==> config.mk <==
export PLATFORM = sky130hd
export DESIGN_NAME = mux21_rr_arbiter
export DESIGN_NICKNAME = d
export VERILOG_FILES = /design/src/rtl/mux21_rr_arbiter.sv
export SDC_FILE = /design/constraint.sdc
export NUM_CORES = 1
export LEC_CHECK = 0
export BUFFER_PORTS_ARGS = -buffer_cell sky130_fd_sc_hd__clkbuf_2
export CAP_MARGIN = 20
export CORE_ASPECT_RATIO = 0.8
export CORE_MARGIN = 4
export CORE_UTILIZATION = 31
export CTS_CLUSTER_SIZE = 12
export DETAILED_ROUTE_END_ITERATION = 8
export PLACE_DENSITY = 0.61
export SLEW_MARGIN = 10
export SYNTH_ARGS = -nofsm -noshare
export SYNTH_HDL_FRONTEND = slang
export SYNTH_SLANG_ARGS = --single-unit
==> constraint.sdc <==
create_clock -name clk -period 3.9 [get_ports clk]
set_clock_uncertainty 0.1 [all_clocks]
set_input_delay 0.195 -clock clk [delete_from_list [all_inputs] [get_ports clk]]
set_output_delay 0.195 -clock clk [all_outputs]
set_load 0.02 [all_outputs]
==> src/rtl/mux21_rr_arbiter.sv <==
`default_nettype none
// ============================================================================
// Module      : mux21_rr_arbiter
// Description : Two-requester round-robin arbiter driving a shared 2:1 data
//               mux. Requester X owns the mux while s=1, requester Y while
//               s=0. A requester may hold the mux for at most MAX_HOLD
//               consecutive cycles while the other side is waiting; with no
//               competition the grant is held indefinitely. The selected data
//               is registered onto m one cycle after the grant, qualified by
//               m_valid.
// Ports       : clk      - system clock, rising-edge active
//               reset    - synchronous active-high reset
//               req_x    - requester X wants the mux
//               req_y    - requester Y wants the mux
//               x, y     - requester data (WIDTH bits)
//               s        - registered mux select (1 = x, 0 = y)
//               gnt_x    - registered grant to X
//               gnt_y    - registered grant to Y
//               m        - registered muxed data (WIDTH bits)
//               m_valid  - m holds data sampled from a granted requester
//               busy     - arbiter is not idle
// Parameters  : WIDTH    - data width (default 2)
//               MAX_HOLD - max consecutive grants under contention, 1..15
// Revision    : 1.0 - initial release
// ============================================================================
module mux21_rr_arbiter #(
    parameter int WIDTH    = 2,
    parameter int MAX_HOLD = 4
) (
    input  logic             clk,
    input  logic             reset,
    input  logic             req_x,
    input  logic             req_y,
    input  logic [WIDTH-1:0] x,
    input  logic [WIDTH-1:0] y,
    output logic             s,
    output logic             gnt_x,
    output logic             gnt_y,
    output logic [WIDTH-1:0] m,
    output logic             m_valid,
    output logic             busy
);

    typedef enum logic [1:0] {
        ST_IDLE  = 2'd0,
        ST_GNT_X = 2'd1,
        ST_GNT_Y = 2'd2
    } state_t;

    // Counter value at which a contested grant must rotate. Four bits cover
    // the full legal MAX_HOLD range of 1..15.
    localparam logic [3:0] c_hold_last = 4'(MAX_HOLD - 1);

    state_t     r_state;
    logic [3:0] r_hold_cnt;
    logic       r_last_x;     // 1 = X was the last side to leave a grant

    state_t     w_next_state;
    logic [3:0] w_next_hold;
    logic [3:0] w_hold_step;  // increment that saturates at c_hold_last

    assign w_hold_step = (r_hold_cnt == c_hold_last) ? r_hold_cnt
                                                     : r_hold_cnt + 4'd1;

    always_comb begin
        w_next_state = r_state;
        w_next_hold  = r_hold_cnt;
        case (r_state)
            ST_IDLE: begin
                if (req_x && req_y) begin
                    // Tie goes to whichever side was not served last.
                    w_next_state = r_last_x ? ST_GNT_Y : ST_GNT_X;
                end else if (req_x) begin
                    w_next_state = ST_GNT_X;
                end else if (req_y) begin
                    w_next_state = ST_GNT_Y;
                end
            end
            ST_GNT_X: begin
                if (!req_x) begin
                    w_next_state = req_y ? ST_GNT_Y : ST_IDLE;
                end else if (req_y && (r_hold_cnt == c_hold_last)) begin
                    w_next_state = ST_GNT_Y;
                end else begin
                    // Uncontested holds saturate rather than wrap so that a
                    // late competitor is served promptly once it appears.
                    w_next_hold = w_hold_step;
                end
            end
            ST_GNT_Y: begin
                if (!req_y) begin
                    w_next_state = req_x ? ST_GNT_X : ST_IDLE;
                end else if (req_x && (r_hold_cnt == c_hold_last)) begin
                    w_next_state = ST_GNT_X;
                end else begin
                    w_next_hold = w_hold_step;
                end
            end
            default: begin
                w_next_state = ST_IDLE;
            end
        endcase

        if (w_next_state != r_state) begin
            w_next_hold = 4'd0;
        end
    end

    always_ff @(posedge clk) begin
        if (reset) begin
            r_state    <= ST_IDLE;
            r_hold_cnt <= 4'd0;
            r_last_x   <= 1'b0;          // Y counts as last served: X wins first tie
            s          <= 1'b0;
            gnt_x      <= 1'b0;
            gnt_y      <= 1'b0;
            m          <= '0;
            m_valid    <= 1'b0;
            busy       <= 1'b0;
        end else begin
            r_state    <= w_next_state;
            r_hold_cnt <= w_next_hold;

            if ((r_state == ST_GNT_X) && (w_next_state != ST_GNT_X)) begin
                r_last_x <= 1'b1;
            end else if ((r_state == ST_GNT_Y) && (w_next_state != ST_GNT_Y)) begin
                r_last_x <= 1'b0;
            end

            gnt_x <= (w_next_state == ST_GNT_X);
            gnt_y <= (w_next_state == ST_GNT_Y);
            busy  <= (w_next_state != ST_IDLE);

            // Select keeps its last value while idle.
            if (w_next_state == ST_GNT_X) begin
                s <= 1'b1;
            end else if (w_next_state == ST_GNT_Y) begin
                s <= 1'b0;
            end

            // Data path follows the grant that is visible during this cycle,
            // so m lags the grant by one clock.
            if (gnt_x) begin
                m       <= x;
                m_valid <= 1'b1;
            end else if (gnt_y) begin
                m       <= y;
                m_valid <= 1'b1;
            end else begin
                m_valid <= 1'b0;
            end
        end
    end

endmodule
`default_nettype wire

==> results of run 1 <==
[registers in the layout (all words and copies together), names as in the netlist]
name / cells
m_valid: 1
r_hold_cnt: 4
s: 1
m: 2
gnt_y: 1
r_last_x: 1
r_state: 2
busy: 1
gnt_x: 1
[how the worst min path moves through the flow]
stage | endpoint | slack [ps] | depth (start not counted)
after floorplan | m[0]$_SDFFE_PP0P_ | 230 | 2
after global placement | m[1]$_SDFFE_PP0P_ | 320 | 3
after detailed placement | m[0]$_SDFFE_PP0P_ | 330 | 3
after CTS | m[0]$_SDFFE_PP0P_ | 30 | 3
after global routing | m[1]$_SDFFE_PP0P_ | 50 | 3
final | m[0]$_SDFFE_PP0P_ | 40 | 3
[power groups by stage]
stage	clock, uW	sequential, uW	combinational (uW)
final	104	175	147
after global routing	116	178	162
after CTS	109	175	146
after detailed placement	0	178	145
after global placement	0	177	144
after floorplan	0	188	101
[Yosys cell counts (3+ instances only)]
library cell               instances
sky130_fd_sc_hd__xor2_1            3
sky130_fd_sc_hd__ha_1              8
sky130_fd_sc_hd__dfxtp_1          14
sky130_fd_sc_hd__nor2_1           14
sky130_fd_sc_hd__nand3_1           3
sky130_fd_sc_hd__inv_1             7
sky130_fd_sc_hd__a21oi_1           8
sky130_fd_sc_hd__o21ai_0           5
sky130_fd_sc_hd__nand2b_1          3
sky130_fd_sc_hd__mux2i_1           3
sky130_fd_sc_hd__nand2_1           5
[worst max-delay path: cells and delay by family (launching register included)]
kind	cells	cell delay, ps
DFF	1	390
muxes	1	170
AOI/OAI and AO/OA	2	230
adders and majority gates	2	480
and+or+nand+nor	4	990
[cell type report]
| cell class | count | area (um^2) |
|---|---|---|
| Clock buffer | 4 | 36.3 |
| Fill cell | 311 | 1750 |
| Inverter | 7 | 26.3 |
| Multi-Input combinational cell | 78 | 551 |
| Sequential cell | 14 | 280 |
| Tap cell | 38 | 47.5 |
| Timing Repair Buffer | 14 | 70.1 |
[per-layer routing]
metal | vias to the layer above | GRT usage [%]
met2 | 21 | 15.0
met1 | 339 | 13.5
met4 | 0 | 2.55
met3 | 2 | 4.24
li1 | 390 | -
met5 | - | 0
[per-stage QoR]
| step | hold WS [ps] | power (uW) | instance area, um^2 | utilization (%) | worst slack [ps] |
|---|---|---|---|---|---|
| global route | 46.7 | 456 | 1010 | 36.6 | 1270 |
| detailed placement | 330 | 323 | 975 | 35.2 | 1450 |
| CTS | 34.6 | 429 | 1010 | 36.6 | 1430 |
| finish | 44.1 | 425 | 1010 | 36.6 | 1400 |
| global placement | 324 | 321 | 975 | 35.2 | 1510 |
| floorplan | 234 | 289 | 897 | - | 1630 |
[placed cells by master (no fill, tap or decap)]
| cell | instances |
|---|---|
| sky130_fd_sc_hd__xor2_1 | 3 |
| sky130_fd_sc_hd__a2bb2oi_1 | 1 |
| sky130_fd_sc_hd__and3_4 | 1 |
| sky130_fd_sc_hd__clkbuf_4 | 3 |
| sky130_fd_sc_hd__nor3_1 | 1 |
| sky130_fd_sc_hd__or3b_1 | 1 |
| sky130_fd_sc_hd__o221a_2 | 1 |
| sky130_fd_sc_hd__a2111o_1 | 1 |
| sky130_fd_sc_hd__o21ai_0 | 5 |
| sky130_fd_sc_hd__nand2_1 | 5 |
| sky130_fd_sc_hd__clkbuf_2 | 14 |
| sky130_fd_sc_hd__nor2b_1 | 2 |
| sky130_fd_sc_hd__dfxtp_1 | 14 |
| sky130_fd_sc_hd__a32o_1 | 1 |
| sky130_fd_sc_hd__o32ai_1 | 1 |
| sky130_fd_sc_hd__nand2b_1 | 3 |
| sky130_fd_sc_hd__mux2i_1 | 3 |
| sky130_fd_sc_hd__a21oi_1 | 8 |
| sky130_fd_sc_hd__nor2_1 | 14 |
| sky130_fd_sc_hd__o2bb2ai_1 | 1 |
| sky130_fd_sc_hd__o22ai_1 | 1 |
| sky130_fd_sc_hd__or2_2 | 2 |
| sky130_fd_sc_hd__nand3_1 | 3 |
| sky130_fd_sc_hd__and2b_2 | 1 |
| sky130_fd_sc_hd__nand4b_1 | 1 |
| sky130_fd_sc_hd__ha_1 | 8 |
| sky130_fd_sc_hd__a311oi_1 | 1 |
| sky130_fd_sc_hd__a31oi_1 | 1 |
| sky130_fd_sc_hd__clkbuf_8 | 1 |
| sky130_fd_sc_hd__a2111oi_4 | 1 |
| sky130_fd_sc_hd__a21boi_0 | 2 |
| sky130_fd_sc_hd__nand4_1 | 2 |
| sky130_fd_sc_hd__inv_1 | 7 |
| sky130_fd_sc_hd__nor3b_1 | 2 |
| sky130_fd_sc_hd__and2_1 | 1 |
[logic make-up after synthesis]
family / Yosys count / share of synthesized area, %
AND/OR/NAND/NOR: 39 / 23.0
XOR/XNOR: 3 / 2.93
adder cells (fa/ha/maj): 8 / 11.2
buffers and inverters: 11 / 7.39
multiplexers: 3 / 3.35
flip-flops: 14 / 31.2
AO/OA/AOI/OAI: 25 / 20.9
==> results.rst, run 1 <==
.. list-table::
   :header-rows: 1

   * - Metric
     - Value
   * - Yosys Warn Count
     - 0
   * - Hold buffer count at CTS
     - 0
   * - Area of the core
     - 0.00277 mm^2
   * - Internal power contribution
     - approximately 280 uW
   * - Result of the run
     - completed
   * - Clock-pin slew of the registers on the worst-case setup and hold paths
     - approximately 90 ps
   * - Clk Latency, worst-skew pair
     - 280 ps
   * - Setup Viol. Count Final
     - 0
   * - Count of unique library cells instantiated by Yosys
     - 35
   * - Post-synthesis instance area
     - 897 um^2
   * - Maximum Capacitance Violations
     - 0
   * - Class of the tightest hold or removal check
     - in2reg
   * - Total number of vias
     - 752
   * - Launch instance of the worst min-delay path
     - x[0]
   * - Share of Yosys cell area claimed by the top area cell type
     - 31.2%
   * - Worst path cell trace
     - ha_1, or3b_1, nand2_1, o2bb2ai_1, a21oi_1, or2_2, ha_1, mux2i_1, nor2_1
   * - Largest area contributor in the netlist
     - sky130_fd_sc_hd__dfxtp_1
   * - Seq/Total Area, Yosys
     - 31.2%
   * - Cell type of the slowest stage on the worst timing path
     - sky130_fd_sc_hd__or3b_1
   * - Count of pins over their slew limit
     - 0
   * - Met3 layer wire length in the routed design
     - 100 um
   * - Static power due to leakage
     - roughly 0.00042 uW
   * - Crit Reg-Reg Endpoint
     - s$_SDFFE_PP0P_
   * - Max rail drop VDD
     - around 0.24 mV
   * - Syn_nets
     - around 120
   * - Met1 wire length
     - 887 um
   * - DR DRC count
     - 0
   * - Std-Cell Rows
     - 17
   * - Cells resized by post-CTS repair
     - 0
   * - R2r startpoint
     - r_hold_cnt[0]$_SDFFE_PP0P_
   * - First-pass GRT wire length
     - 3.01 mm
   * - Width of the chip
     - 68.1 um
   * - Floorplan die height
     - between 50 and 60 um
   * - Post-Synthesis Cells
     - 103
   * - RSZ-0062 raised after global routing
     - no
   * - Element type at the critical path start
     - flip-flop
   * - Port bufs
     - 14
   * - Number of primary I/O pins
     - 15
   * - Routed length per placed instance
     - around 12 um
   * - Ys async rst share
     - 0%
   * - Number of failing hold endpoints at the final stage
     - 0
   * - Number of buffers on the longest clock path
     - 2
   * - Cell Count, Final, Fillers Out
     - between 150 and 200
   * - Final global-route overflow total
     - 0
   * - Net switching power figure
     - around 150 uW
   * - Clock group share of total power
     - 24.4%
   * - EDFF count, synth
     - 0
   * - Area overhead of the layout relative to synthesis
     - 12.7%
   * - Instance count after placement with tap cells included
     - 151
   * - Largest net degree at the start of global routing
     - 14
   * - Antenna violations before repair
     - 0
   * - Pwr dens
     - 420 mW/mm^2
   * - Predominant post-synthesis flop cell
     - sky130_fd_sc_hd__dfxtp_1
   * - Count of inserted antenna diode cells
     - 0
   * - Fmax
     - 400 MHz
   * - Period utilisation layout
     - about 64%
   * - Global router's overall resource usage
     - 10.2%
   * - CP Launch Point
     - r_hold_cnt[0]$_SDFFE_PP0P_
   * - Proportion of layout cells with a drive suffix above 1
     - 20.5%
   * - Post-Syn Area per Cell
     - between 8 and 9 um^2
   * - Maximum cell stage delay along the critical path
     - 490 ps
   * - Count of buffers added by post-CTS timing repair for setup
     - 0
   * - Transition time at the pin with the least slew margin
     - 324 ps
   * - Number of sinks on the clock net
     - 14
   * - Dpl hpwl
     - 1.47 mm
   * - Register-to-Register Setup Slack
     - 1400 ps
   * - Global placer's final weighted congestion
     - 0.838
   * - Required time reported for the critical path endpoint
     - just under 4000 ps
   * - Biggest fanout along the worst timing path
     - 9
   * - DRC marker count from the first detailed-route iteration
     - 25
   * - Metal2 WL
     - 868 um
   * - Power share of the combinational group
     - around 35%
   * - Antenna Violating Nets Remaining
     - 0
   * - TritonCTS clock tree
     - done
   * - Switch share
     - 34.5%
   * - Number of CTS-inserted buffers
     - 3
   * - Worst max-slew margin expressed relative to the limit
     - between 70% and 80%
   * - Final-stage net count
     - about 130
   * - Cell types occupying the most area after synthesis
     - sky130_fd_sc_hd__dfxtp_1, sky130_fd_sc_hd__ha_1, sky130_fd_sc_hd__nor2_1, sky130_fd_sc_hd__a21oi_1, sky130_fd_sc_hd__mux2i_1
   * - Number of global-route vias before repair
     - 678
   * - Fin Setup TNS
     - 0 ps
   * - Sequential power share
     - 41.1%
   * - Cells on worst reg2reg path
     - 9
   * - Number of synthesized register bits
     - 14
   * - Top routing layer in use
     - met4
   * - Initial core utilization
     - 32.4%
   * - Deepest level of the CTS H-tree
     - 1
   * - Fin crit period
     - around 2500 ps
   * - Critical path endpoint category
     - flip-flop
   * - CP Data Arrival Time
     - 2560 ps
   * - Clk Tree Root Cell
     - sky130_fd_sc_hd__clkbuf_4
   * - Endpoint of the worst setup timing path
     - s$_SDFFE_PP0P_
   * - Routed WL
     - 1.87 mm
   * - Routed via count divided by cell count
     - roughly 4.9
   * - WS Path Type
     - reg2reg
   * - Detailed-router iteration count before antenna repair
     - 4
   * - Area enclosed by the die boundary
     - about 0.0038 mm^2
   * - Cell with the most instances on the worst path
     - sky130_fd_sc_hd__ha_1
(Power assumes the default switching activity.)
==> run 2, diff against run 1 <==
- PLACE_DENSITY: 0.61 -> 0.63
- clock period: 3.9 -> 2 ns (I/O delays scaled with it)
==> results.rst, run 2 (synthesis results as in run 1) <==
.. list-table::
   :header-rows: 1

   * - Metric
     - Value
   * - Result of the run
     - finished, violations left
   * - Violated checks
     - setup timing
   * - Fmax
     - 467 MHz
   * - Count of inserted antenna diode cells
     - 0
   * - Detailed-router iteration count before antenna repair
     - 4
   * - Static power due to leakage
     - 0.000532 uW
   * - Required time reported for the critical path endpoint
     - 2070 ps
   * - Most frequent cells in the layout
     - sky130_fd_sc_hd__buf_4, sky130_fd_sc_hd__nor2_1, sky130_fd_sc_hd__clkbuf_2, sky130_fd_sc_hd__dfxtp_1, sky130_fd_sc_hd__inv_1
   * - Smallest setup slack after layout
     - -140 ps
   * - Proportion of layout cells with a drive suffix above 1
     - 42.4%
   * - Initial core utilization
     - 32.4%
   * - Class of the tightest hold or removal check
     - in2reg
   * - Global router's overall resource usage
     - 12.0%
   * - Deepest level of the CTS H-tree
     - 1
   * - Width of the chip
     - 68.1 um
   * - CP Data Arrival Time
     - 2210 ps
   * - RSZ-0062 raised after global routing
     - yes
   * - Area of the core
     - 0.00277 mm^2
   * - Largest net degree at the start of global routing
     - 12
   * - Most common cell after layout, fill and taps aside
     - sky130_fd_sc_hd__buf_4
   * - Area overhead of the layout relative to synthesis
     - 42.0%
   * - Dpl hpwl
     - 1.59 mm
   * - Final worst hold slack
     - 36.1 ps
   * - Pwr dens
     - 707 mW/mm^2
   * - Cells on Worst Hold Path
     - 2
   * - Cells on worst reg2reg path
     - 9
   * - WS Path Type
     - reg2reg
   * - Routed via count divided by cell count
     - 4.83
   * - Number of primary I/O pins
     - 15
   * - Routed length per placed instance
     - 11.8 um
   * - Number of sinks on the clock net
     - 14
   * - Clk Latency, worst-skew pair
     - 280 ps
   * - Area enclosed by the die boundary
     - 0.00382 mm^2
   * - Period utilisation layout
     - 107%
   * - DRC marker count from the first detailed-route iteration
     - 26
   * - Worst max-slew margin expressed relative to the limit
     - 77.8%
   * - Element type at the critical path start
     - flip-flop
   * - Count of pins over their slew limit
     - 0
   * - Number of global-route vias before repair
     - ~800
   * - Number of flip-flops in the largest register
     - 4
   * - Register-to-Register Setup Slack
     - -140 ps
   * - Clk Tree Root Cell
     - sky130_fd_sc_hd__clkbuf_4
   * - Tot Pwr
     - ~900 uW
   * - Number of failing hold endpoints at the final stage
     - 0
   * - Antenna Violating Nets Remaining
     - 0
   * - Maximum Capacitance Violations
     - 0
   * - Clock-pin slew of the registers on the worst-case setup and hold paths
     - around 80 ps
   * - DR DRC count
     - 0
   * - Biggest register
     - r_hold_cnt
   * - Post-detailed-placement cell area
     - between 0.001 and 0.0015 mm^2
   * - First-pass GRT wire length
     - ~3.6 mm
   * - Number of CTS-inserted buffers
     - 3
   * - Number of buffers on the longest clock path
     - 2
   * - Total number of vias
     - 855
   * - Antenna violations before repair
     - 0
   * - Std-Cell Rows
     - 17
   * - Port bufs
     - 14
   * - Critical path endpoint category
     - flip-flop
   * - Fin crit period
     - 2140 ps
   * - Biggest fanout along the worst timing path
     - 4
   * - Post-route cell area
     - 0.00127 mm^2
   * - Final-stage net count
     - 157
   * - Final global-route overflow total
     - 0
   * - Largest regs
     - r_hold_cnt: 4 flops, m: 2 flops, r_state: 2 flops
   * - Setup Viol. Count Final
     - 7
   * - Max rail drop VDD
     - 0.393 mV
   * - Transition time at the pin with the least slew margin
     - about 330 ps
   * - Routed WL
     - around 2.1 mm
   * - Global placer's final weighted congestion
     - roughly 0.93
   * - Floorplan die height
     - 56.1 um
   * - TritonCTS clock tree
     - done
[run 2: stage by stage]
step	setup TNS [ps]	cells	setup slack (ps)	util, %
2_1_floorplan	-212	103	-149	-
3_3_place_gp	-604	169	-161	41.7
3_5_place_dp	-775	169	-207	41.7
4_1_cts	-540	175	-125	44.6
5_1_grt	-1130	177	-224	46.1
6_report	-625	177	-140	46.1
[run 2: where the power goes]
group	leakage (uW)	total, uW	internal (uW)	switching (uW)
clock	0.0000138	154	69.8	84.6
combinational	0.000402	410	200	210
sequential	0.000115	336	312	23.7
total	0.000532	901	582	319
[run 2: what timing repair did]
action | CTS | global route
pin swaps | 2 | 1
hold buffers | 2 | 0
endpoints found under the hold margin | 2 | 0
endpoints found under the setup margin | 8 | 9
resized for setup | 8 | 5
setup buffers | 1 | 2
[run 2: final cells by class]
cell class,count,area (um^2)
multi-input cells,78,647
fillers,284,1490
clock buffers,3,22.5
well taps,38,47.5
repair buffers,37,248
flip-flops and latches,14,283
inverters,7,26.3
[run 2: path summary, 6_finish.rpt]
| kind | start | to |
|---|---|---|
| worst max register to register | r_hold_cnt[1]$_SDFFE_PP0P_ | s$_SDFFE_PP0P_ |
| worst min-delay path | reset | r_last_x$_SDFFE_PP0P_ |
| worst max-delay path | r_hold_cnt[1]$_SDFFE_PP0P_ | s$_SDFFE_PP0P_ |
| worst min register to register | s$_SDFFE_PP0P_ | s$_SDFFE_PP0P_ |
[run 2: critical path, stage by stage, from the launching register on]
cell                        delay (ps)
sky130_fd_sc_hd__dfxtp_2           350
sky130_fd_sc_hd__ha_4              130
sky130_fd_sc_hd__or3b_4            410
sky130_fd_sc_hd__nand2_2            90
sky130_fd_sc_hd__o2bb2ai_2         110
sky130_fd_sc_hd__a21oi_2            90
sky130_fd_sc_hd__or2_4             260
sky130_fd_sc_hd__ha_4              270
sky130_fd_sc_hd__mux2i_1           160
sky130_fd_sc_hd__nor2_1             50
[run 2: per-layer routing]
metal	vias up	track usage (%)	share of wire, %
met1	400	16.4	47
met2	19	17.0	48
met3	3	4.85	5.0
met4	0	3.40	0.43
met5	-	0	0
li1	433	-	-
==> run 3, diff against run 2 <==
- CTS_BUF_LIST: default -> sky130_fd_sc_hd__clkbuf_8
- SKIP_CTS_REPAIR_TIMING: default -> 1
==> results.rst, run 3 (synthesis results as in run 1) <==
.. list-table::
   :header-rows: 1

   * - Metric
     - Value
   * - Number of sinks on the clock net
     - 14
   * - Number of buffers on the longest clock path
     - 2
   * - Dpl hpwl
     - 1.59 mm
   * - Proportion of layout cells with a drive suffix above 1
     - 45.7%
   * - Clk Latency, worst-skew pair
     - about 230 ps
   * - Total of fill cells in the finished design
     - 284
   * - CP Data Arrival Time
     - 2160 ps
   * - Static power due to leakage
     - 0.000534 uW
   * - Setup Viol. Count Final
     - 7
   * - Clk Tree Root Cell
     - sky130_fd_sc_hd__clkbuf_8
   * - Final cell utilization of the core
     - ~47%
   * - Smallest setup slack after layout
     - -137 ps
   * - Antenna violations before repair
     - 0
   * - DR DRC count
     - 0
   * - First-pass GRT wire length
     - 3.46 mm
   * - Number of CTS-inserted buffers
     - 3
   * - Pwr dens
     - around 740 mW/mm^2
   * - Class of the tightest hold or removal check
     - in2reg
   * - Port bufs
     - 14
   * - Number of failing hold endpoints at the final stage
     - 0
   * - Global placer's final weighted congestion
     - 0.934
   * - Biggest fanout along the worst timing path
     - 4
   * - Area enclosed by the die boundary
     - approximately 0.0038 mm^2
   * - Violated checks
     - setup timing
   * - Detailed-router iteration count before antenna repair
     - 4
   * - Routed WL
     - 2.07 mm
   * - Most frequent cells in the layout
     - sky130_fd_sc_hd__buf_4, sky130_fd_sc_hd__nor2_1, sky130_fd_sc_hd__clkbuf_2, sky130_fd_sc_hd__dfxtp_1, sky130_fd_sc_hd__inv_1
   * - TritonCTS clock tree
     - done
   * - Combined flip-flop and latch cell area
     - 283 um^2
   * - Total number of vias
     - 841
   * - Antenna Violating Nets Remaining
     - 0
   * - Number of primary I/O pins
     - 15
   * - Clock-pin slew of the registers on the worst-case setup and hold paths
     - 50 ps
   * - Count of inserted antenna diode cells
     - 0
   * - Period utilisation layout
     - 107%
   * - WS Path Type
     - reg2reg
   * - Element type at the critical path start
     - flip-flop
   * - Required time reported for the critical path endpoint
     - between 2000 and 2500 ps
   * - Worst max-slew margin expressed relative to the limit
     - 77.9%
   * - Routed via count divided by cell count
     - 4.78
   * - DRC marker count from the first detailed-route iteration
     - 31
   * - Most common cell after layout, fill and taps aside
     - sky130_fd_sc_hd__buf_4
   * - Std-Cell Rows
     - 17
   * - Final worst hold slack
     - 0.628 ps
   * - Initial core utilization
     - 32.4%
   * - Global router's overall resource usage
     - 11.6%
   * - Largest net degree at the start of global routing
     - 12
   * - Deepest level of the CTS H-tree
     - 1
   * - Area of the core
     - 0.00277 mm^2
   * - Width of the chip
     - 68.1 um
   * - Biggest register
     - r_hold_cnt
   * - Multi-input combinational cell area
     - 652 um^2
   * - Final-stage net count
     - 156
   * - Maximum Capacitance Violations
     - 0
   * - Max rail drop VDD
     - approximately 0.52 mV
   * - Result of the run
     - finished, violations left
   * - Transition time at the pin with the least slew margin
     - 330 ps
   * - Area overhead of the layout relative to synthesis
     - 43.7%
   * - Critical path endpoint category
     - flip-flop
   * - Number of global-route vias before repair
     - 789
   * - RSZ-0062 raised after global routing
     - yes
   * - Final global-route overflow total
     - 0
   * - Floorplan die height
     - approximately 56 um
   * - Routed length per placed instance
     - 11.8 um
   * - Fmax
     - 468 MHz
   * - Count of pins over their slew limit
     - 0
   * - Fin crit period
     - 2140 ps
   * - Largest regs
     - r_hold_cnt: 4 flops, m: 2 flops, r_state: 2 flops
   * - Number of flip-flops in the largest register
     - 4
run 3: cell types whose count changed in the layout (fill, tap and decap cells not counted), sizes merged:
cell,change
dlygate4sd3,-2
buf,+1
run 3: worst max-delay path: stages, from the launching register on:
cell	delay, ps
sky130_fd_sc_hd__dfxtp_2	350
sky130_fd_sc_hd__ha_4	130
sky130_fd_sc_hd__or3b_4	430
sky130_fd_sc_hd__nand2_4	80
sky130_fd_sc_hd__o2bb2ai_2	110
sky130_fd_sc_hd__a21oi_2	90
sky130_fd_sc_hd__or2_4	260
sky130_fd_sc_hd__ha_4	270
sky130_fd_sc_hd__mux2i_1	160
sky130_fd_sc_hd__nor2_1	50
run 3: layout make-up:
cell class                 instances  share of cell area [%]
multi-input combinational         78                    50.6
tap                               38                    3.69
timing repair buffer              36                    18.5
inverter                           7                    2.04
clock buffer                       3                    3.20
sequential                        14                    21.9
run 3: metal layers:
layer	wire, um	vias up	global-route usage [%]
met5	0	-	0
li1	-	431	-
met2	971	17	16.6
met4	17	0	2.55
met3	98	4	5.45
met1	986	389	15.7
run 3: where the power goes:
group          total, uW  internal, uW  switching, uW  leakage [uW]
registers            337           313           23.4      0.000115
logic                406           196            209      0.000397
clock network        215           132           82.3     0.0000216
run 3: path summary, 6_finish.rpt:
path,startpoint,to,slack (ps),cells after the start
setup reg to reg,r_hold_cnt[1]$_SDFFE_PP0P_,s$_SDFFE_PP0P_,-140,9
hold / removal,x[1],m[1]$_SDFFE_PP0P_,0.6,3
setup / recovery,r_hold_cnt[1]$_SDFFE_PP0P_,s$_SDFFE_PP0P_,-140,9
hold reg to reg,s$_SDFFE_PP0P_,s$_SDFFE_PP0P_,400,2
run 3: through the flow:
stage                     setup slack [ps]  instances  instance area (um^2)  TNS (ps)  total power [uW]
after floorplan                       -149        103                   941      -212               585
after global placement                -161        169                  1150      -604               707
after detailed placement              -207        169                  1150      -775               710
after CTS                             -229        172                  1190      -923               933
after global routing                  -216        176                  1290     -1210              1030
final                                 -137        176                  1290      -632               957
